**config.mk**
```make
export PLATFORM = sky130hd
export DESIGN_NAME = bp_be_stride_detector
export DESIGN_NICKNAME = d
export VERILOG_FILES = /design/src/rtl/bp_be_pkg.sv /design/src/rtl/bp_be_stride_entry_update.sv /design/src/rtl/bp_be_stride_detector.sv
export SDC_FILE = /design/constraint.sdc
export NUM_CORES = 2
export LEC_CHECK = 0
export ABC_CLOCK_PERIOD_IN_PS = 15050
export BUFFER_PORTS_ARGS = -buffer_cell sky130_fd_sc_hd__buf_2
export CAP_MARGIN = 15
export CELL_PAD_IN_SITES_DETAIL_PLACEMENT = 1
export CELL_PAD_IN_SITES_GLOBAL_PLACEMENT = 2
export CORE_MARGIN = 2
export CORE_UTILIZATION = 45
export DETAILED_ROUTE_END_ITERATION = 16
export HOLD_SLACK_MARGIN = 0.03
export PLACE_DENSITY_LB_ADDON = 0.1
export SLEW_MARGIN = 20
export SYNTH_ARGS = -nofsm -noshare
export SYNTH_HDL_FRONTEND = slang
export SYNTH_SLANG_ARGS = --single-unit
export TNS_END_PERCENT = 30
```
**constraint.sdc**
```tcl
create_clock -name clk_i -period 15.05 [get_ports clk_i]
set_clock_uncertainty 0.15 [all_clocks]
set_input_delay 3.01 -clock clk_i [delete_from_list [all_inputs] [get_ports clk_i]]
set_output_delay 3.01 -clock clk_i [all_outputs]
set_load 0.005 [all_outputs]
```
**src/rtl/bp_be_pkg.sv**
```systemverilog
// bp_be_pkg: stride-detector table entry layout and trigger reasons
`ifndef BP_BE_STRIDE_ENTRY_MACROS
`define BP_BE_STRIDE_ENTRY_MACROS
`define DECLARE_BP_BE_STRIDE_ENTRY_S(vaddr_width_mp, tag_width_mp, conf_width_mp, loop_range_mp) \
  typedef struct packed { \
    logic v; \
    logic [tag_width_mp-1:0] tag; \
    logic [vaddr_width_mp-1:0] last_addr; \
    logic [vaddr_width_mp-1:0] stride; \
    logic [conf_width_mp-1:0] conf; \
    logic [loop_range_mp-1:0] quiet; \
  } bp_be_stride_entry_s
`define BP_BE_STRIDE_ENTRY_WIDTH(vaddr_width_mp, tag_width_mp, conf_width_mp, loop_range_mp) \
  (1 + (tag_width_mp) + 2*(vaddr_width_mp) + (conf_width_mp) + (loop_range_mp))
`endif

package bp_be_pkg;
  typedef enum logic [1:0] {
    e_stride_miss,
    e_stride_train,
    e_stride_quiet,
    e_stride_issue
  } bp_be_stride_reason_e;
endpackage

```
**src/rtl/bp_be_stride_entry_update.sv**
```systemverilog
// bp_be_stride_entry_update: next table entry and issue qualification for one observed load
module bp_be_stride_entry_update
  import bp_be_pkg::*;
#(
  parameter int vaddr_width_p = 39,
  parameter int tag_width_p = 33,
  parameter int stride_width_p = 8,
  parameter int conf_width_p = 2,
  parameter int conf_thresh_p = 2,
  parameter int loop_range_p = 8,
  parameter int prefetch_depth_p = 4,
  localparam int entry_width_lp = `BP_BE_STRIDE_ENTRY_WIDTH(vaddr_width_p, tag_width_p, conf_width_p, loop_range_p)
) (
  input  logic [entry_width_lp-1:0] entry_i,
  input  logic [tag_width_p-1:0]    tag_i,
  input  logic [vaddr_width_p-1:0]  addr_i,
  input  logic                      slot_free_i,
  output logic [entry_width_lp-1:0] entry_o,
  output logic                      trigger_o,
  output bp_be_stride_reason_e      reason_o
);
  `DECLARE_BP_BE_STRIDE_ENTRY_S(vaddr_width_p, tag_width_p, conf_width_p, loop_range_p);
  bp_be_stride_entry_s r, n;
  logic [vaddr_width_p-1:0] diff;
  logic [conf_width_p-1:0] conf_inc;
  logic hit, match, fit, qualify;
  assign r = entry_i;
  assign entry_o = n;
  assign diff = addr_i - r.last_addr;
  assign hit = r.v & (r.tag == tag_i);
  assign match = diff == r.stride;
  assign conf_inc = &r.conf ? r.conf : r.conf + 1'b1;
  // positive and narrow enough to travel in stride_o
  assign fit = (|diff) & ~|diff[vaddr_width_p-1:stride_width_p];
  assign qualify = hit & match & fit & (r.quiet == '0) & (conf_inc >= conf_width_p'(conf_thresh_p));
  assign trigger_o = qualify & slot_free_i;
  assign reason_o = !hit ? e_stride_miss
                  : qualify ? e_stride_issue
                  : (match && r.quiet != '0) ? e_stride_quiet
                  : e_stride_train;
  always_comb begin
    n = r;
    n.last_addr = addr_i;
    if (!hit) begin
      n.v = 1'b1;
      n.tag = tag_i;
      n.stride = '0;
      n.conf = '0;
      n.quiet = '0;
    end else if (match) begin
      n.conf = conf_inc;
      n.quiet = (r.quiet != '0) ? r.quiet - 1'b1 : trigger_o ? loop_range_p'(prefetch_depth_p) : '0;
    end else begin
      n.stride = (r.conf == '0) ? diff : r.stride;
      n.conf = (r.conf == '0) ? '0 : r.conf - 1'b1;
      n.quiet = '0;
    end
  end
endmodule

```
**src/rtl/bp_be_stride_detector.sv**
```systemverilog
// bp_be_stride_detector: per-PC stride table feeding one striding-load request to the prefetch generator
module bp_be_stride_detector
  import bp_be_pkg::*;
#(
  parameter int vaddr_width_p = 39,
  parameter int entries_p = 16,
  parameter int loop_range_p = 8,
  parameter int stride_width_p = 8,
  parameter int conf_width_p = 2,
  parameter int conf_thresh_p = 2,
  parameter int prefetch_depth_p = 4
) (
  input  logic                      clk_i,
  input  logic                      reset_i,
  input  logic                      flush_i,
  input  logic                      load_v_i,
  input  logic [vaddr_width_p-1:0]  load_pc_i,
  input  logic [vaddr_width_p-1:0]  load_addr_i,
  output logic                      v_o,
  input  logic                      ready_and_i,
  output logic [vaddr_width_p-1:0]  pc_o,
  output logic [vaddr_width_p-1:0]  eff_addr_o,
  output logic [stride_width_p-1:0] stride_o,
  output logic [loop_range_p-1:0]   loop_counter_o
);
  localparam int lg_entries_lp = $clog2(entries_p);
  localparam int tag_width_lp = vaddr_width_p - 2 - lg_entries_lp;
  `DECLARE_BP_BE_STRIDE_ENTRY_S(vaddr_width_p, tag_width_lp, conf_width_p, loop_range_p);
  bp_be_stride_entry_s tbl_r [entries_p];
  bp_be_stride_entry_s entry_n;
  bp_be_stride_reason_e reason;
  logic [lg_entries_lp-1:0] idx;
  logic [tag_width_lp-1:0] tag;
  logic slot_free, qualified, trigger, unused;
  assign idx = load_pc_i[2 +: lg_entries_lp];
  assign tag = load_pc_i[vaddr_width_p-1 -: tag_width_lp];
  assign unused = ^load_pc_i[1:0];
  assign slot_free = ~v_o | ready_and_i;
  assign trigger = load_v_i & qualified;
  bp_be_stride_entry_update #(
    .vaddr_width_p(vaddr_width_p),
    .tag_width_p(tag_width_lp),
    .stride_width_p(stride_width_p),
    .conf_width_p(conf_width_p),
    .conf_thresh_p(conf_thresh_p),
    .loop_range_p(loop_range_p),
    .prefetch_depth_p(prefetch_depth_p)
  ) update (
    .entry_i(tbl_r[idx]),
    .tag_i(tag),
    .addr_i(load_addr_i),
    .slot_free_i(slot_free),
    .entry_o(entry_n),
    .trigger_o(qualified),
    .reason_o(reason)
  );
  always_ff @(posedge clk_i) begin
    if (reset_i | flush_i) begin
      for (int i = 0; i < entries_p; i++) tbl_r[i].v <= 1'b0;
      v_o <= 1'b0;
      pc_o <= '0;
      eff_addr_o <= '0;
      stride_o <= '0;
      loop_counter_o <= '0;
    end else begin
      if (load_v_i) tbl_r[idx] <= entry_n;
      if (trigger) begin
        v_o <= 1'b1;
        pc_o <= load_pc_i;
        eff_addr_o <= load_addr_i;
        stride_o <= entry_n.stride[stride_width_p-1:0];
        loop_counter_o <= loop_range_p'(prefetch_depth_p);
      end else if (ready_and_i) begin
        v_o <= 1'b0;
      end
    end
  end
  always_ff @(posedge clk_i)
    if (!reset_i && !flush_i && trigger) assert (reason == e_stride_issue);
endmodule

```
[Word-level counts from Yosys, hierarchy flattened]
Memories as Yosys holds them, arrays and structs flattened.
Cells that the tools add are included.
Operators by class
  reduce and logical (&&, ||, !) cells: 9
  equality and inequality tests: 2
  muxes and demuxes: 19
  bitwise operators: 11
  order comparisons: 1
  add/subtract/negate cells: 4
Operators with widths (number)
  2-to-1 mux 122 bit: 1
  OR reduction 122 bit: 1
  2-to-1 mux 39 bit: 2
  2-to-1 mux 49 bit: 1
  == test 39 bit: 1
  OR reduction 39 bit: 1
  subtractor 39 bit: 1
  2-to-1 mux 34 bit: 1
  == test 33 bit: 1
  OR reduction 31 bit: 1
  2-to-1 mux 10 bit: 1
  AND 1 bit: 8
  zero test 8 bit: 1
  2-to-1 mux 8 bit: 1
  nonzero test 8 bit: 1
  subtractor 8 x 1 -> 8 bit, second input constant: 1
  2-to-1 mux 1 bit: 7
  2-to-1 mux 2 bit: 3
  2-to-1 mux 4 bit: 1
  2-to-1 mux 3 bit: 1
  adder 2 x 1 -> 2 bit, second input constant: 1
  >= comparator 2 bit, second input constant: 1
  zero test 2 bit: 1
  bitwise OR 1 bit: 2
  other kinds (5): 5
Word-level totals
  memories: 1
  input bits: 83
  RAM bits: 1952
  word-level logic and storage cells: 52
  bits in registers: 88
  output and inout bits: 95
Memory list
  tbl_r: words 16, width 122, rd ports 1, clocked after memory_dff 0, write ports 16, RTL line bp_be_stride_detector.sv:29  | bp_be_stride_entry_s tbl_r [entries_p];

[Logic depth before layout (Yosys ltp)]
An unclocked memory read counts as a cell.
  depth after elaboration: 14
  depth in mapped cells: 32
  gate-level depth less buffers: 15

[Cells and area by module]
A second synthesis with hierarchy kept.
Unflattened totals
  cell total of the unflattened synthesis: 4305
  area total of the unflattened synthesis: 81948.6 sq um
By module, submodules not included
  bp_be_stride_detector: instances 1, seq. area each 60377.9 sq um, area each 76138.0 sq um, cells an instance 3434
  bp_be_stride_entry_update: instances 1, seq. area each 0.0 sq um, area each 5810.6 sq um, cells an instance 871

[Least setup slack after synthesis]
No wires, ideal clock.
  path kind: input -> register
  start point: input port load_pc_i[4]
  end point: memory tbl_r[12][0] (netlist name), enable pin
  required time: 14297 ps
  cell stages on the path: 10
  library setup time: 603 ps
  slack: 3240 ps
  arrival time: 11057 ps
  buffers on the path: 8
  cell sequence: clkbuf_1 > buf_2 > buf_2 > buf_1 > buf_2 > buf_1 > buf_1 > nand2_1 > clkbuf_1 > nor2_1
RTL lines
  start: declaration: RTL line bp_be_stride_detector.sv:17  | input logic [vaddr_width_p-1:0] load_pc_i,
  end: declaration: RTL line bp_be_stride_detector.sv:29

[Final worst setup path]
  start point: input port load_pc_i[2]
  end point: register eff_addr_o[23]
On the way
  cells in the longest elaborated chain, start to end: 10
  elaborated cells between the ends (all ways): 20
  classes of those cells: add/sub (2); order compare (1); eq/ne (2); mux (1); bitwise (8); reduce/logical (5); memory (1)
Ends and longest elaborated chain
  memory (16 x 122 bit) *
  subtractor 39 bit: RTL line bp_be_stride_entry_update.sv:29  | assign diff = addr_i - r.last_addr;
  OR reduction 31 bit: RTL line bp_be_stride_entry_update.sv:34  | assign fit = (|diff) & ~|diff[vaddr_width_p-1:stride_width_p];
  zero test 1 bit: RTL line bp_be_stride_entry_update.sv:34
  AND 1 bit: RTL line bp_be_stride_entry_update.sv:34
  AND 1 bit (2 in series): RTL line bp_be_stride_entry_update.sv:35  | assign qualify = hit & match & fit & (r.quiet == '0) & (conf_inc >= conf_width_p'(conf_thresh_p));
  AND 1 bit *: RTL line bp_be_stride_entry_update.sv:35
  AND 1 bit *: RTL line bp_be_stride_entry_update.sv:36  | assign trigger_o = qualify & slot_free_i;
  AND 1 bit *: RTL line bp_be_stride_detector.sv:39  | assign trigger = load_v_i & qualified;
  end signal: assignment: RTL line bp_be_stride_detector.sv:70  | eff_addr_o <= load_addr_i;
  end: declaration: RTL line bp_be_stride_detector.sv:22  | output logic [vaddr_width_p-1:0] eff_addr_o,
Mark *: on every way between the ends. The rest lies on a longest branch, timed or not.
A chain may end at the register's enable or synchronous reset.

==> metrics.md <==
| Metric | Value |
|---|---|
| Final setup viols | `0` |
| Initial antenna violation count | `6` |
| WL/cell | `31.89 um` |
| CTS Hold Bufs | `0` |
| Post-CTS Setup Inserts | `0` |
| Setup crit end kind | `flop` |
| GPL Wtd Cong | `0.8676` |
| Post_cts resized | `0` |
| Syn_area_per_cell | `20.11 sq um` |
| Post-synthesis compound-gate area fraction | `0.02523` |
| Max Freq | `between 90 and 100 MHz` |
| Hold Crit Class | `reg2reg` |
| Area share of and/or/nand/nor cells after synthesis | `0.03217` |
| Io pins | `178` |
| Post-synth EDFFs | `~2000` |
| Layout Cells excl Fill | `6879` |
| Final min period | `10.86 ns` |
| Max-cap violations | `0` |
| Rel. slew slack | `0.2714` |
| Most common cell after layout, fill and taps aside | `edfxtp_1` |
| Synth area leaders | `edfxtp_1 (71%), mux4_2 (16%), dfxtp_1 (2.1%), mux2i_1 (1.3%), nand2_1 (1.2%)` |
| Result of the run | `finished clean` |
| Vias in the first global route | `44030` |
| Layout cells sized above 1 | `0.2706` |
| Die H | `~430 um` |
| Final Cycle Share | `0.7219` |
| GR Overflow Total | `0` |
| Final Hold Vio Count | `0` |
| Pin count of the biggest net entering global routing | `112` |
| Routed WL | `219400 um` |
| CTS Sinks | `2040` |
| Max-slew violations | `0` |
| Asr flop ratio synth | `0` |
| Inserted Clock Buffers | `213` |
| Switch share | `0.2268` |
| DRC errors left | `0` |
| Gate Count Post-Synth | `4095` |
| CP Buf/Inv Count | `4` |
| Main combinational cell family by area after synthesis | `multiplexers` |
| Crit path max fanout | `84` |
| Final net count | `4442` |
| Clk pin slew, worst setup/hold paths | `0.06 ns` |
| Most frequent cells in the layout | `edfxtp_1 (1952), mux4_2 (587), nand2_1 (261), clkbuf_16 (215), buf_2 (166)` |
| Die width | `431.8 um` |
| Worst path max stage delay | `approximately 0.73 ns` |
| Mapped Area | `~82000 sq um` |
| Switch Pwr | `between 2 and 3 mW` |
| Clock Latency Late Sink | `approximately 0.85 ns` |
| Total track usage | `0.2390` |
| Setup WS pre-CTS | `3.374 ns` |
| Crit-path cells | `buf_8 -> buf_12 -> mux4_2 -> mux4_2 -> ha_1 -> fa_1 -> nand2b_1 -> a211oi_1 -> a31oi_1 -> a21oi_1 -> nor2_1 -> xor2_1 -> o2111ai_1 -> nor4_1 -> and4_2 -> buf_4 -> and2_4 -> buf_4 -> mux2i_1` |
| Combinational share of power | `0.074` |
| Seq/Total Area, Yosys | `0.7330` |
| Yosys reg bits | `2040` |
| WP data required | `15.65 ns` |
| Least-Margin Pin Slew | `1.093 ns` |
| Via Count | `41160` |
| Yosys top cell area share | `0.7116` |
| Buffers on Ports | `170` |
| Placed Cells | `between 6000 and 7000` |
| H-tree levels | `4` |
| PnR worst setup slack | `4.185 ns` |
| Yosys warns | `0` |
| XOR/XNOR Fraction of Synth Area | `0.01142` |
| Initial DRC count | `about 3600` |
| Worst path arrival time | `11.47 ns` |
| Crit path kind | `in2reg` |
| Setup_tns | `0 ns` |
| Routed Antenna Nets | `0` |
| PwrDens | `131.7 nW/um^2` |
| Post-Synth Adder-Cell Area | `0.006592` |
| Mux share of post-synthesis cell area | `0.1734` |
| Cell Int Power | `9.464 mW` |
| Post-DP HPWL | `approximately 120000 um` |
| Yosys top cell by area | `edfxtp_1` |
| Maximum clock path buffer count | `3` |
| Crit path max-delay family | `buffers and inverters` |
| Ys flop type | `edfxtp_1` |
| Post-synth cell types | `73` |
| Reg power frac | `0.508` |
| Die area | `186500 sq um` |
| Clock network fraction of total power | `0.418` |
| LEAKAGE | `30.31 nW` |
| RSZ-0062 raised after global routing | `no` |
| Crit start category | `input pin` |
| P&R area growth vs syn | `12.85%` |
| Global-route wire length before repair | `between 300000 and 400000 um` |
| Initial Util | `0.4514` |
| Critical-path top delay cell | `buf_4` |
| Fin util | `0.5094` |
| Via/cell ratio | `5.984` |
| Clock root buffer | `clkbuf_16` |
| Core Region | `182500 sq um` |
| Row Count | `157` |
| Worst vdd rail ir drop | `102.2 uV` |
| CTS tree | `yes` |
| Drt pass-1 iters | `5` |
metrics by stage:
| step | hold slack (ns) | cell area [sq um] | total power [mW] |
|---|---|---|---|
| after floorplan | 0.3011 | 82390 | 6.906 |
| after global placement | 0.2889 | 86020 | 7.245 |
| after detailed placement | 0.2957 | 86040 | 7.250 |
| after CTS | 0.3064 | 92820 | 12.37 |
| after global routing | 0.3265 | 92950 | 12.63 |
| final | 0.3032 | 92950 | 12.24 |
power groups by stage:
stage               combinational (mW)  sequential [mW]  clock, mW
floorplan                        0.570             6.34          0
global placement                 0.912             6.33          0
detailed placement               0.915             6.33          0
CTS                              0.918             6.21       5.24
global route                     0.976             6.21       5.44
finish                           0.910             6.21       5.12
tightest hold or removal path: cells and delay by family, from the launching register on:
family           cells  cell delay, ns
flip-flops           1            0.30
multiplexers         1            0.05
AND/OR/NAND/NOR      1            0.05
cells in the mapped netlist, types with 18 or more instances:
| cell | instances |
|---|---|
| edfxtp_1 | 1952 |
| mux4_2 | 587 |
| nand2_1 | 261 |
| clkbuf_1 | 151 |
| mux2i_1 | 104 |
| a21oi_1 | 93 |
| nor2_1 | 90 |
| dfxtp_1 | 88 |
| o21ai_0 | 85 |
| xnor2_1 | 71 |
| inv_1 | 52 |
| nand3_1 | 48 |
| nor3_1 | 42 |
| ha_1 | 41 |
| buf_2 | 38 |
| a22oi_1 | 36 |
| nand4_1 | 36 |
| buf_4 | 32 |
| buf_1 | 31 |
| xor2_1 | 23 |
| nor4_1 | 18 |
final timing paths:
path	start	slack, ns	depth (start not counted)	endpoint
worst max-delay path	load_pc_i[2]	4.19	19	eff_addr_o[23]
worst min-delay path	eff_addr_o[20]	0.30	2	eff_addr_o[20]
worst max register to register	tbl_r[5][49]	7.58	17	eff_addr_o[23]
worst min register to register	eff_addr_o[20]	0.30	2	eff_addr_o[20]
logic make-up after synthesis:
family,Yosys count
AO/OA/AOI/OAI,329
buffers and inverters,318
multiplexers,693
XOR/XNOR,99
adder cells (fa/ha/maj),43
AND/OR/NAND/NOR,572
flip-flops,2040
other,1
area by class of cell:
cell class	count	area, sq um
timing repair buffer	266	1798
tap	2385	2984
clock inverter	115	1096
fill	16130	89540
multi-input combinational	1743	20820
clock buffer	276	5679
antenna	1	2.502
sequential	2040	60380
inverter	53	198.9
state kept, by name (all words and copies together), names as in the netlist:
name,cells
eff_addr_o,39
loop_counter_o,1
stride_o,8
v_o,1
tbl_r,1952
pc_o,39
layer usage:
layer / part of all wire / vias to the layer above / track usage / wire, um
met3: 0.045 / 262 / 0.03124 / 9971
met1: 0.43 / 22500 / 0.3368 / 94670
met5: 0.00014 / - / 0 / 30
li1: - / 17330 / - / -
met2: 0.50 / 1068 / 0.4001 / 110500
met4: 0.019 / 4 / 0.05256 / 4185
Note: power is estimated with default switching activity, not from simulation.
